[src/rtl/paq_2b_a_8b_pkg.sv]
// Shared widths, FSM state codes and slot-merge helper for the 2-bit to 8-bit packer.
package paq_2b_a_8b_pkg;

  localparam int unsigned PAQ_IN_W  = 2;
  localparam int unsigned PAQ_WORDS = 4;
  localparam int unsigned PAQ_OUT_W = PAQ_IN_W * PAQ_WORDS;
  localparam int unsigned CNT_W     = 2;
  localparam int unsigned SH_W      = PAQ_OUT_W - PAQ_IN_W;

  typedef enum logic {
    ST_LLENANDO = 1'b0,
    ST_LLENO    = 1'b1
  } state_e;

  // Write one input word into its slot of the partial-word register.
  function automatic logic [SH_W-1:0] put_slot(input logic [SH_W-1:0] sh,
                                               input logic [CNT_W-1:0] slot,
                                               input logic [PAQ_IN_W-1:0] d);
    logic [SH_W-1:0] r;
    r = sh;
    for (int unsigned i = 0; i < PAQ_WORDS - 1; i++) begin
      if (slot == CNT_W'(i)) r[i*PAQ_IN_W +: PAQ_IN_W] = d;
    end
    return r;
  endfunction

endpackage

[src/rtl/paq_2b_a_8b_if.sv]
// Valid/ready bus between mux_2b, the packer and the 8-bit consumer.
// parity_out exists only when PAQ_PARITY_EN is defined.
interface paq_2b_a_8b_if;
  import paq_2b_a_8b_pkg::*;

  logic                 valid_in;
  logic [PAQ_IN_W-1:0]  data_in;
  logic                 ready_out;
  logic                 valid_out;
  logic [PAQ_OUT_W-1:0] data_out;
  logic                 ready_in;
`ifdef PAQ_PARITY_EN
  logic                 parity_out;

  modport master (output valid_in, data_in, ready_in,
                  input  ready_out, valid_out, data_out, parity_out);
  modport slave  (input  valid_in, data_in, ready_in,
                  output ready_out, valid_out, data_out, parity_out);
`else
  modport master (output valid_in, data_in, ready_in,
                  input  ready_out, valid_out, data_out);
  modport slave  (input  valid_in, data_in, ready_in,
                  output ready_out, valid_out, data_out);
`endif

endinterface

[src/rtl/paq_2b_a_8b_contador_2b.sv]
// Slot counter: sync reset, enable, wraps after the last slot.
module contador_2b
  import paq_2b_a_8b_pkg::*;
(
  input  logic             clk,
  input  logic             reset,
  input  logic             en,
  output logic [CNT_W-1:0] count,
  output logic             last_c
);

  logic [CNT_W-1:0] count_q;

  assign count  = count_q;
  assign last_c = (count_q == CNT_W'(PAQ_WORDS - 1));

  always_ff @(posedge clk) begin
    if (reset)   count_q <= '0;
    else if (en) count_q <= last_c ? '0 : count_q + CNT_W'(1);
  end

endmodule

[src/rtl/paq_2b_a_8b.sv]
// Packs four 2-bit words into one 8-bit word with valid/ready on both sides.
// Optional even parity output enabled by defining PAQ_PARITY_EN.
module paq_2b_a_8b
  import paq_2b_a_8b_pkg::*;
(
  input logic          clk,
  input logic          reset,
  paq_2b_a_8b_if.slave bus
);

  state_e               state_q, state_d;
  logic [SH_W-1:0]      sh_q, sh_d;
  logic [PAQ_OUT_W-1:0] data_q, data_d;
  logic                 valid_q, valid_d;
  logic                 ready_c, accept_c, last_c;
  logic [CNT_W-1:0]     count;

  // In LLENO an input is only taken when the held word leaves on the same edge.
  assign ready_c  = (state_q == ST_LLENANDO) || bus.ready_in;
  assign accept_c = bus.valid_in && ready_c;

  contador_2b u_cnt (
    .clk   (clk),
    .reset (reset),
    .en    (accept_c),
    .count (count),
    .last_c(last_c)
  );

  always_comb begin
    state_d = state_q;
    sh_d    = sh_q;
    data_d  = data_q;
    valid_d = valid_q;
    unique case (state_q)
      ST_LLENANDO: begin
        if (accept_c) begin
          if (last_c) begin
            data_d  = {bus.data_in, sh_q};
            valid_d = 1'b1;
            state_d = ST_LLENO;
          end else begin
            sh_d = put_slot(sh_q, count, bus.data_in);
          end
        end
      end
      ST_LLENO: begin
        if (bus.ready_in) begin
          valid_d = 1'b0;
          state_d = ST_LLENANDO;
          if (bus.valid_in) sh_d = put_slot(sh_q, count, bus.data_in);
        end
      end
    endcase
  end

  always_ff @(posedge clk) begin
    if (reset) begin
      state_q <= ST_LLENANDO;
      sh_q    <= '0;
      data_q  <= '0;
      valid_q <= 1'b0;
    end else begin
      state_q <= state_d;
      sh_q    <= sh_d;
      data_q  <= data_d;
      valid_q <= valid_d;
    end
  end

  assign bus.ready_out = ready_c;
  assign bus.valid_out = valid_q;
  assign bus.data_out  = data_q;

`ifdef PAQ_PARITY_EN
  logic parity_q;

  always_ff @(posedge clk) begin
    if (reset) parity_q <= 1'b0;
    else       parity_q <= ^data_d;
  end

  assign bus.parity_out = parity_q;
`endif

endmodule
[src/flat_wrapper.sv]
// flat-port wrapper written by rule: the top's interface ports become plain ports
module paq_2b_a_8b_flat import paq_2b_a_8b_pkg::*;
  (clk, reset, bus_valid_in, bus_data_in, bus_ready_in, bus_ready_out, bus_valid_out, bus_data_out);
  paq_2b_a_8b_if bus_i ();
  input logic clk;
  input logic reset;
  input wire logic [$bits(bus_i.valid_in)-1:0] bus_valid_in;
  input wire logic [$bits(bus_i.data_in)-1:0] bus_data_in;
  input wire logic [$bits(bus_i.ready_in)-1:0] bus_ready_in;
  output wire logic [$bits(bus_i.ready_out)-1:0] bus_ready_out;
  output wire logic [$bits(bus_i.valid_out)-1:0] bus_valid_out;
  output wire logic [$bits(bus_i.data_out)-1:0] bus_data_out;
  assign bus_i.valid_in = bus_valid_in;
  assign bus_i.data_in = bus_data_in;
  assign bus_i.ready_in = bus_ready_in;
  assign bus_ready_out = bus_i.ready_out;
  assign bus_valid_out = bus_i.valid_out;
  assign bus_data_out = bus_i.data_out;
  paq_2b_a_8b u_core (.clk(clk), .reset(reset), .bus(bus_i));
endmodule
[config.mk]
export PLATFORM = sky130hd
export DESIGN_NAME = paq_2b_a_8b_flat
export DESIGN_NICKNAME = d
export VERILOG_FILES = /design/src/rtl/paq_2b_a_8b_pkg.sv /design/src/rtl/paq_2b_a_8b_if.sv /design/src/rtl/paq_2b_a_8b_contador_2b.sv /design/src/rtl/paq_2b_a_8b.sv /design/src/flat_wrapper.sv
export SDC_FILE = /design/constraint.sdc
export NUM_CORES = 1
export LEC_CHECK = 0
export CORE_MARGIN = 2
export CORE_UTILIZATION = 48
export CTS_CLUSTER_SIZE = 8
export DETAILED_ROUTE_END_ITERATION = 7
export GPL_TIMING_DRIVEN = 0
export PLACE_DENSITY = 0.81
export RECOVER_POWER = 25
export SLEW_MARGIN = 30
export SYNTH_ARGS = -nofsm -noshare
export SYNTH_HDL_FRONTEND = slang
export SYNTH_SLANG_ARGS = --single-unit
[constraint.sdc]
create_clock -name clk -period 1.85 [get_ports clk]
set_input_delay 0.37 -clock clk [delete_from_list [all_inputs] [get_ports clk]]
set_output_delay 0.37 -clock clk [all_outputs]
set_load 0.05 [all_outputs]
Word-level counts from Yosys, hierarchy flattened
Index checks and enable logic that the tools add are counted.
{"block": "word_totals", "reg_bits": 18, "word_cells": 38, "output_inout_bits": 10}
{"block": "op_classes", "add_sub_neg": 1, "n_reduce_logical": 6, "n_eq_ne": 8, "bitwise": 1, "n_mux": 17}
{"cell": "6-bit two-way mux", "count": 4}
{"cell": "6-bit case mux with 2 select lines", "count": 1}
{"cell": "2-bit two-way mux", "count": 4}
{"cell": "2-bit != test (second input constant)", "count": 4}
{"cell": "1-bit two-way mux", "count": 6}
{"cell": "3-bit AND reduction", "count": 2}
{"cell": "2-bit equality test (second input constant)", "count": 2}
{"cell": "1-bit case mux with 2 select lines", "count": 2}
{"cell": "4-bit AND reduction", "count": 1}
{"cell": "2-bit by 1-bit adder with 2-bit output (second input constant)", "count": 1}
{"cell": "2-bit by 1-bit equality test with 1-bit output (second input constant)", "count": 1}
{"cell": "2-bit logical NOT", "count": 1}
{"cell": "2-bit by 1-bit != test with 1-bit output (second input constant)", "count": 1}
{"cell": "1-bit logical AND", "count": 1}
{"cell": "1-bit logical OR", "count": 1}
{"cell": "1-bit inverter", "count": 1}

Longest topological paths before layout
Gate-level depths: netlist of run 1.
{"block": "logic_depth", "depth_word": 5, "ltp_mapped": 5}

Hierarchy
Synthesis of run 1 repeated with hierarchy kept, for this count alone.
{"block": "unflattened", "hier_cells": 70, "hier_area_um2": 743.2}
{"module": "paq_2b_a_8b", "area_per_inst_um2": 656.9, "instances": 1, "cells_each": 62}
{"module": "contador_2b", "area_per_inst_um2": 86.3, "instances": 1, "cells_each": 8}

Worst setup path before layout of run 1
Ideal clock, no wire load.
{"block": "synth_path", "kind": "reg-to-reg", "from": "reg u_core.u_cnt.count_q[0], in the netlist u_core.u_cnt.count[0]", "to": "reg u_core.sh_q[2]", "required_time_ps": 1778, "arrival_time_ps": 1278, "setup_ps": 72, "stages_incl_launch_ff": 5, "synth_period_minus_slack_ps": 1349, "path_slack_ps": 501, "path_cell_list": "dfxtp_1 > ha_1 > or2_2 > a21oi_1 > mux2i_1"}
{"block": "synth_via", "elab_chain_cells": 5, "word_cells_on_any_way": 10, "cone_classes": "eq/ne (3); mux (6); reduce/logical (1)"}
{"element": "from (decl)", "line_no": "paq_2b_a_8b_contador_2b.sv:12", "rtl": "logic [CNT_W-1:0] count_q;"}
{"element": "from (signal assigned)", "line_no": "paq_2b_a_8b_contador_2b.sv:19", "rtl": "else if (en) count_q <= last_c ? '0 : count_q + CNT_W'(1);"}
{"element": "2-bit by 1-bit equality test with 1-bit output", "line_no": "paq_2b_a_8b_pkg.sv:22", "rtl": "if (slot == CNT_W'(i)) r[i*PAQ_IN_W +: PAQ_IN_W] = d;"}
{"element": "2-bit two-way mux"}
{"element": "6-bit two-way mux, on equally long branches (2 in a row)"}
{"element": "6-bit case mux with 2 select lines"}
{"element": "to (signal assigned)", "line_no": "paq_2b_a_8b.sv:60", "rtl": "sh_q <= '0;"}
{"element": "to (signal assigned)", "line_no": "paq_2b_a_8b.sv:65", "rtl": "sh_q <= sh_d;"}
{"element": "to (decl)", "line_no": "paq_2b_a_8b.sv:12", "rtl": "logic [SH_W-1:0] sh_q, sh_d;"}
Several ways; a longest one is shown, not always the timed one. The select of a mux whose other input is x is not followed.
A chain may end at the register's enable or synchronous reset.

Worst setup path in the final report of run 1
{"block": "layout_path", "from": "reg u_core.data_q[5], in the netlist u_core.bus.data_out[5]", "to": "out bus_data_out[5]"}
{"element": "from (decl)", "line_no": "paq_2b_a_8b.sv:13", "rtl": "logic [PAQ_OUT_W-1:0] data_q, data_d;"}
{"element": "from (signal assigned)", "line_no": "paq_2b_a_8b.sv:66", "rtl": "data_q <= data_d;"}
{"element": "to (decl)", "line_no": "flat_wrapper.sv:12", "rtl": "output wire logic [$bits(bus_i.data_out)-1:0] bus_data_out;"}
No word-level cell between the ends.

==> results of run 1 <==
final cells by class:
cell class              count  area share
multi-input cells          54       0.392
flip-flops and latches     18       0.364
inverters                   5      0.0190
well taps                  16      0.0202
repair buffers             15       0.155
plain buffers               3      0.0126
clock buffers               4      0.0367
kinds of logic (layout without fill, tap and decap cells):
group	count (synthesis)	count (layout)
multiplexers	14	14
flip-flops	18	18
AND/OR/NAND/NOR	26	26
AO/OA/AOI/OAI	9	9
adder cells (fa/ha/maj)	5	5
buffers and inverters	8	27
what timing repair did:
item,CTS,global route
endpoints found under the hold margin,0,0
resized for setup,3,9
endpoints found under the setup margin,1,9
buffers inserted,0,0
cloned,0,0
layer usage:
| metal | routed length, um | up-vias | global-route usage |
|---|---|---|---|
| met1 | 642 | 275 | 0.199 |
| li1 | - | 301 | - |
| met5 | 0 | - | 0 |
| met3 | 77 | 2 | 0.0408 |
| met2 | 654 | 16 | 0.271 |
| met4 | 10 | 0 | 0.0727 |
power groups by stage:
stage / clock, mW / sequential (mW) / combinational, mW
final: 0.235 / 0.406 / 0.0638
after floorplan: 0 / 0.415 / 0.0384
after CTS: 0.249 / 0.406 / 0.0647
after global routing: 0.268 / 0.408 / 0.0721
after global placement: 0 / 0.414 / 0.0628
after detailed placement: 0 / 0.415 / 0.0643
metrics by stage:
step	cells	utilization	worst slack (ps)	power, mW
4_1_cts	115	0.654	24.5	0.720
5_1_grt	115	0.657	9.96	0.748
2_1_floorplan	80	-	501	0.454
3_5_place_dp	111	0.629	-326	0.479
3_3_place_gp	111	0.629	-335	0.477
6_report	115	0.657	56.5	0.705
cell usage after synthesis, drive strengths merged:
cell type | count | share of area
a21oi | 5 | 0.032
nor2 | 9 | 0.043
ha | 5 | 0.081
or4 | 1 | 0.0097
nand2b | 8 | 0.064
mux2i | 14 | 0.18
nand2 | 4 | 0.019
inv | 5 | 0.024
buf | 1 | 0.0064
a21o | 1 | 0.0097
nand3b | 1 | 0.0097
o21ai | 2 | 0.013
a32oi | 1 | 0.011
nor2b | 1 | 0.0081
or2 | 1 | 0.0081
clkbuf | 2 | 0.0097
dfxtp | 18 | 0.46
nand3 | 1 | 0.0064
sequential cells by signal, indices dropped and copies added, names as in the netlist:
name	count
u_core.bus.data_out	8
u_core.sh_q	6
u_core.u_cnt.count	2
u_core.bus.valid_out	1
u_core.state_q	1
worst paths after layout:
check / end / startpoint / depth (start not counted)
setup reg to reg: u_core.sh_q[5] / u_core.u_cnt.count[0] / 4
hold reg to reg: u_core.sh_q[0] / u_core.sh_q[0] / 2
setup / recovery: bus_data_out[5] / u_core.bus.data_out[5] / 1
hold / removal: u_core.sh_q[0] / u_core.sh_q[0] / 2
==> impl_metrics.toml, run 1 <==
[outcome]
status = "complete, no violations"

[setup_path]
crit_path_max_incr_delay_ps = 800
critPathArrivalTime_ps = 1420
crit_chain = "clkdlybuf4s50_1"
path_class = "reg2out"
path_buf_inv = 1
crit_path_end_kind = "output pin"
cp_data_required_time_ps = 1480
path_delay_family = "buffers and inverters"
ff2ff_setup_slack_ps = 340
critPathLaunchType = "flop"
slowest_stage = "clkdlybuf4s50_1"
path_max_fanout = 2

[synthesis]
syn_nets = 91
synth_top_family_by_area = "multiplexers"
ys_ff_latch = 18
muxShareOfSynthArea = 0.180
synth_adder_area_share = 0.0805
synth-simple-area-share = 0.169
synth-compound-area-share = 0.0660
syn-cell-area_um2 = 777
synth_xor_area_frac = 0
syn_inst = 80
ys_seq_area_frac = 0.464
synth_area_per_cell_um2 = 9.71
synth.distinct_cells = 19
ys_warn_count = 0

[timing]
setup_viol = 0
clock.fmax_mhz = 558
fin_setup_tns_ps = 0
maxSlewHeadroom = 0.604
finalHoldViolCount = 0
finalCritPeriodShare = 0.969
rsz0062_at_grt = "no"
fin_crit_ps = 1790
worst_pin_slew_ps = 597
hold_ws_ps = 482
skew_ps = 1.77
slew_violations = 0

[detailed_routing]
drtIter0Drc = 3
via_count = 594
wire_per_inst_um = 12.0
drtPass1Iterations = 4
postRouteAntennaNets = 0
wl_mm = 1.38
via_per_inst = 5.17
drc_errors = 0

[pwr]
power.internal_mw = 0.549
sequentialPowerShare = 0.576
power.density_mw_per_mm2 = 712
ir_drop_v = 0.000439
p_comb_frac = 0.091
netSwitchingFraction = 0.222
clockPowerShare = 0.334
p_switching_mw = 0.156
cellLeakagePower_nw = 0.553

[final_layout]
area_growth_pct = 27.4
seqCellArea_um2 = 360
nets = 111
layout_commonest_cell = "dfxtp_1"
final_cell_mix = "dfxtp_1 (18), mux2i_1 (14), nor2_1 (9)"
design_area_um2 = 990
antenna_cells = 0
multi_input_area_um2 = 388
drive_gt1_frac = 0.0909
nFillCells = 132

[global_routing]
grt_pass1_vias = 569
gr-usage-all-layers = 0.163
overflow = 0
grt_max_degree = 11
grt_antenna_before_repair = 0
grt_pass1_wl_mm = 2.36

[floorplanning]
die_w_um = 44.2
core_area_mm2 = 0.00151
rows = 14
ios = 16
dieArea_mm2 = 0.00196
dieHeight_um = 44.2
initial_utilization = 0.516

[clocking]
cts_buffer_depth = 2
cts.sinks = 18
cts_tree = "built"
cts_hold_buffers = 0
cts_buffers = 3
worst_skew_pair.late_latency_ps = 280
cts_root_buffer = "clkbuf_4"
ctsHtreeMaxLevel = 1
cts.clk_slew.worst_paths_ps = 100

[placed_design]
gp_congestion = 0.805
dpl_cell_area_um2 = 947
hpwl_um = 971
portBuffers = 15

[min_path]
hp-class = "reg2reg"

[flow_run]
max_cap_violations = 0
Power figures use the tool's default switching activity.
==> run 2: changes to the inputs <==
- CORE_UTILIZATION: 48 -> 47
- PLACE_DENSITY: 0.81 -> 0.8
- SYNTH_HIERARCHICAL: not set -> 1
- clock period: 1.85 -> 1.71 ns (I/O delays scaled with it)
==> run 2 against run 1 <==
Compared with the run above: register-to-register slack improved by 70 ps; global-route usage decreased by 2.4 points; sequential share of layout area grew 2.2 points; worst hold slack got worse by 6.7 ps; area after synthesis decreased by 4.3%; synthesized cell count decreased by 13%; setup slack better by 74 ps; die area decreased by 2.1%; largest cell class is now sequential cells; largest power group unchanged.
==> impl_metrics.toml, run 2 <==
[global_routing]
grt_pass1_vias = 469
grt_max_degree = 11
grt_antenna_before_repair = 0
grt_pass1_wl_mm = 1.98
overflow = 0
gr-usage-all-layers = 0.139

[final_layout]
area_growth_pct = 25.4
multi_input_area_um2 = 359
largest_reg_flops = 8
final_cell_mix = "dfxtp_1 (18), mux2i_1 (15), nor2_1 (10), nand2b_1 (10), dlygate4sd2_1 (9)"
nFillCells = 127
nets = 97
seqCellArea_um2 = 360
design_area_um2 = 932
antenna_cells = 0
fin_util = 0.626
stdcell_count = 105
drive_gt1_frac = 0.112
layout_commonest_cell = "dfxtp_1"

[clocking]
cts_buffers = 3
cts_tree = "built"
worst_skew_pair.late_latency_ps = 290
cts.sinks = 18
ctsHtreeMaxLevel = 1
cts.clk_slew.worst_paths_ps = 100
cts_buffer_depth = 2
cts_root_buffer = "clkbuf_4"

[floorplanning]
die_w_um = 43.8
rows = 14
dieHeight_um = 43.8
core_area_mm2 = 0.00149
ios = 16
dieArea_mm2 = 0.00192
initial_utilization = 0.499

[setup_path]
crit_chain = "clkdlybuf4s50_1 -> or2b_1 -> buf_2"
path_class = "in2out"
path_max_fanout = 3
reg2reg_depth = 4
path_delay_family = "buffers and inverters"
crit_path_max_incr_delay_ps = 420
cp_data_required_time_ps = 1370
crit_path_end_kind = "output pin"
path_buf_inv = 2
critPathLaunchType = "input port"
slowest_stage = "clkdlybuf4s50_1"
r2r-end = "u_core/sh_q[2]"
ff2ff_setup_slack_ps = 410
r2r_start = "u_core/u_cnt/count[0]"
critPathArrivalTime_ps = 1240

[synthesis]
synth_top_area_share = 0.485
synth_top_cells_by_area = "dfxtp_1 (48%), mux2i_1 (20%), nand2b_1 (8.4%), nor2_1 (5.1%), o2111ai_2 (4.0%)"
synth.distinct_cells = 17
synth.most_common_cell = "dfxtp_1"
syn-cell-area_um2 = 743
yosysTopAreaCell = "dfxtp_1"
ys_seq_area_frac = 0.485
ys_ff_latch = 18
async_flop_share = 0
syn_inst = 70
ys_warn_count = 6
synth_area_per_cell_um2 = 10.6
syn_nets = 77
synth-edff-count = 0
synth_common_cells = "dfxtp_1 (18), mux2i_1 (15), nand2b_1 (10), nor2_1 (10), a21oi_1 (3)"
ys.flop_type = "dfxtp_1"

[min_path]
hp-class = "reg2reg"
holdCritStartpoint = "u_core/bus.valid_out"
hold_path_depth = 2
whs_endpoint = "u_core/bus.valid_out"

[pwr]
cellLeakagePower_nw = 0.463
power.density_mw_per_mm2 = 821
p_switching_mw = 0.170
ir_drop_v = 0.000522
netSwitchingFraction = 0.223
p_comb_frac = 0.088
clockPowerShare = 0.338
power.internal_mw = 0.595
sequentialPowerShare = 0.573

[timing]
finalHoldViolCount = 0
clock.fmax_mhz = 633
skew_ps = 3.53
slew_violations = 0
hold_ws_ps = 475
maxSlewHeadroom = 0.667
worst_pin_slew_ps = 502
fin_setup_tns_ps = 0
setup_viol = 0
fin_crit_ps = 1580
rsz0062_at_grt = "no"
finalCritPeriodShare = 0.924

[outcome]
status = "complete, no violations"

[detailed_routing]
wire_per_inst_um = 11.4
drtPass1Iterations = 3
via_count = 532
wl_mm = 1.20
drc_errors = 0
via_per_inst = 5.07
drtIter0Drc = 13
postRouteAntennaNets = 0

[placed_design]
hpwl_um = 857
portBuffers = 15
gp_congestion = 0.700
dp_cells = 101
dpl_cell_area_um2 = 913

[flow_run]
max_cap_violations = 0
==> run 2: area by class of cell <==
type	count	share of cell area
inverter	2	0.00805
tap	16	0.0215
timing repair buffer	15	0.144
clock buffer	4	0.0389
buffer	3	0.0161
multi-input combinational	47	0.385
sequential	18	0.387
==> run 2: layer usage <==
layer | GRT usage | vias to the layer above | wire length (um)
li1 | - | 275 | -
met1 | 0.195 | 247 | 604
met2 | 0.194 | 8 | 540
met3 | 0.0250 | 2 | 39
met4 | 0.0909 | 0 | 10
met5 | 0 | - | 0
==> run 2: power by group through the flow <==
| stage | Combinational, mW | Clock [mW] | Sequential [mW] |
|---|---|---|---|
| floorplan | 0.0426 | 0 | 0.450 |
| global placement | 0.0678 | 0 | 0.448 |
| detailed placement | 0.0694 | 0 | 0.448 |
| CTS | 0.0689 | 0.267 | 0.439 |
| global route | 0.0750 | 0.279 | 0.441 |
| finish | 0.0676 | 0.259 | 0.439 |
==> run 2: worst max-delay path by stage <==
stage / start / to / slack, ps / cells past startpoint
after floorplan: u_core/state_q / u_core/u_cnt/count[0] / 190 / 4
after global placement: bus_ready_in / bus_ready_out / -390 / 3
after detailed placement: bus_ready_in / bus_ready_out / -400 / 3
after CTS: bus_ready_in / bus_ready_out / 0.06 / 3
after global routing: reset / u_core/bus.data_out[2] / 100 / 4
final: bus_ready_in / bus_ready_out / 130 / 3
==> run 2: what timing repair did <==
item                                    CTS  global route
setup buffers                             0             0
hold buffers                              0             0
endpoints found under the hold margin     0             0
resized for setup                        12             2
pin swaps                                 0             0
endpoints found under the setup margin   10             1
==> run 2: tightest hold or removal path, stage by stage, from the launching register on <==
cell and delay [ps]:
dfxtp_1 320, nand2b_1 60, a21oi_1 50
==> run 2: logic make-up after synthesis <==
| kind of cell | after synthesis | synth area share |
|---|---|---|
| multiplexers | 15 | 0.202 |
| AND/OR/NAND/NOR | 25 | 0.187 |
| flip-flops | 18 | 0.485 |
| buffers and inverters | 5 | 0.0320 |
| adder cells (fa/ha/maj) | 1 | 0.0168 |
| AO/OA/AOI/OAI | 6 | 0.0774 |
==> run 2: stage by stage <==
stage	power, mW	setup slack [ps]
global route	0.795	97.7
floorplan	0.493	187
finish	0.765	130
global placement	0.516	-388
CTS	0.775	0.0621
detailed placement	0.518	-399
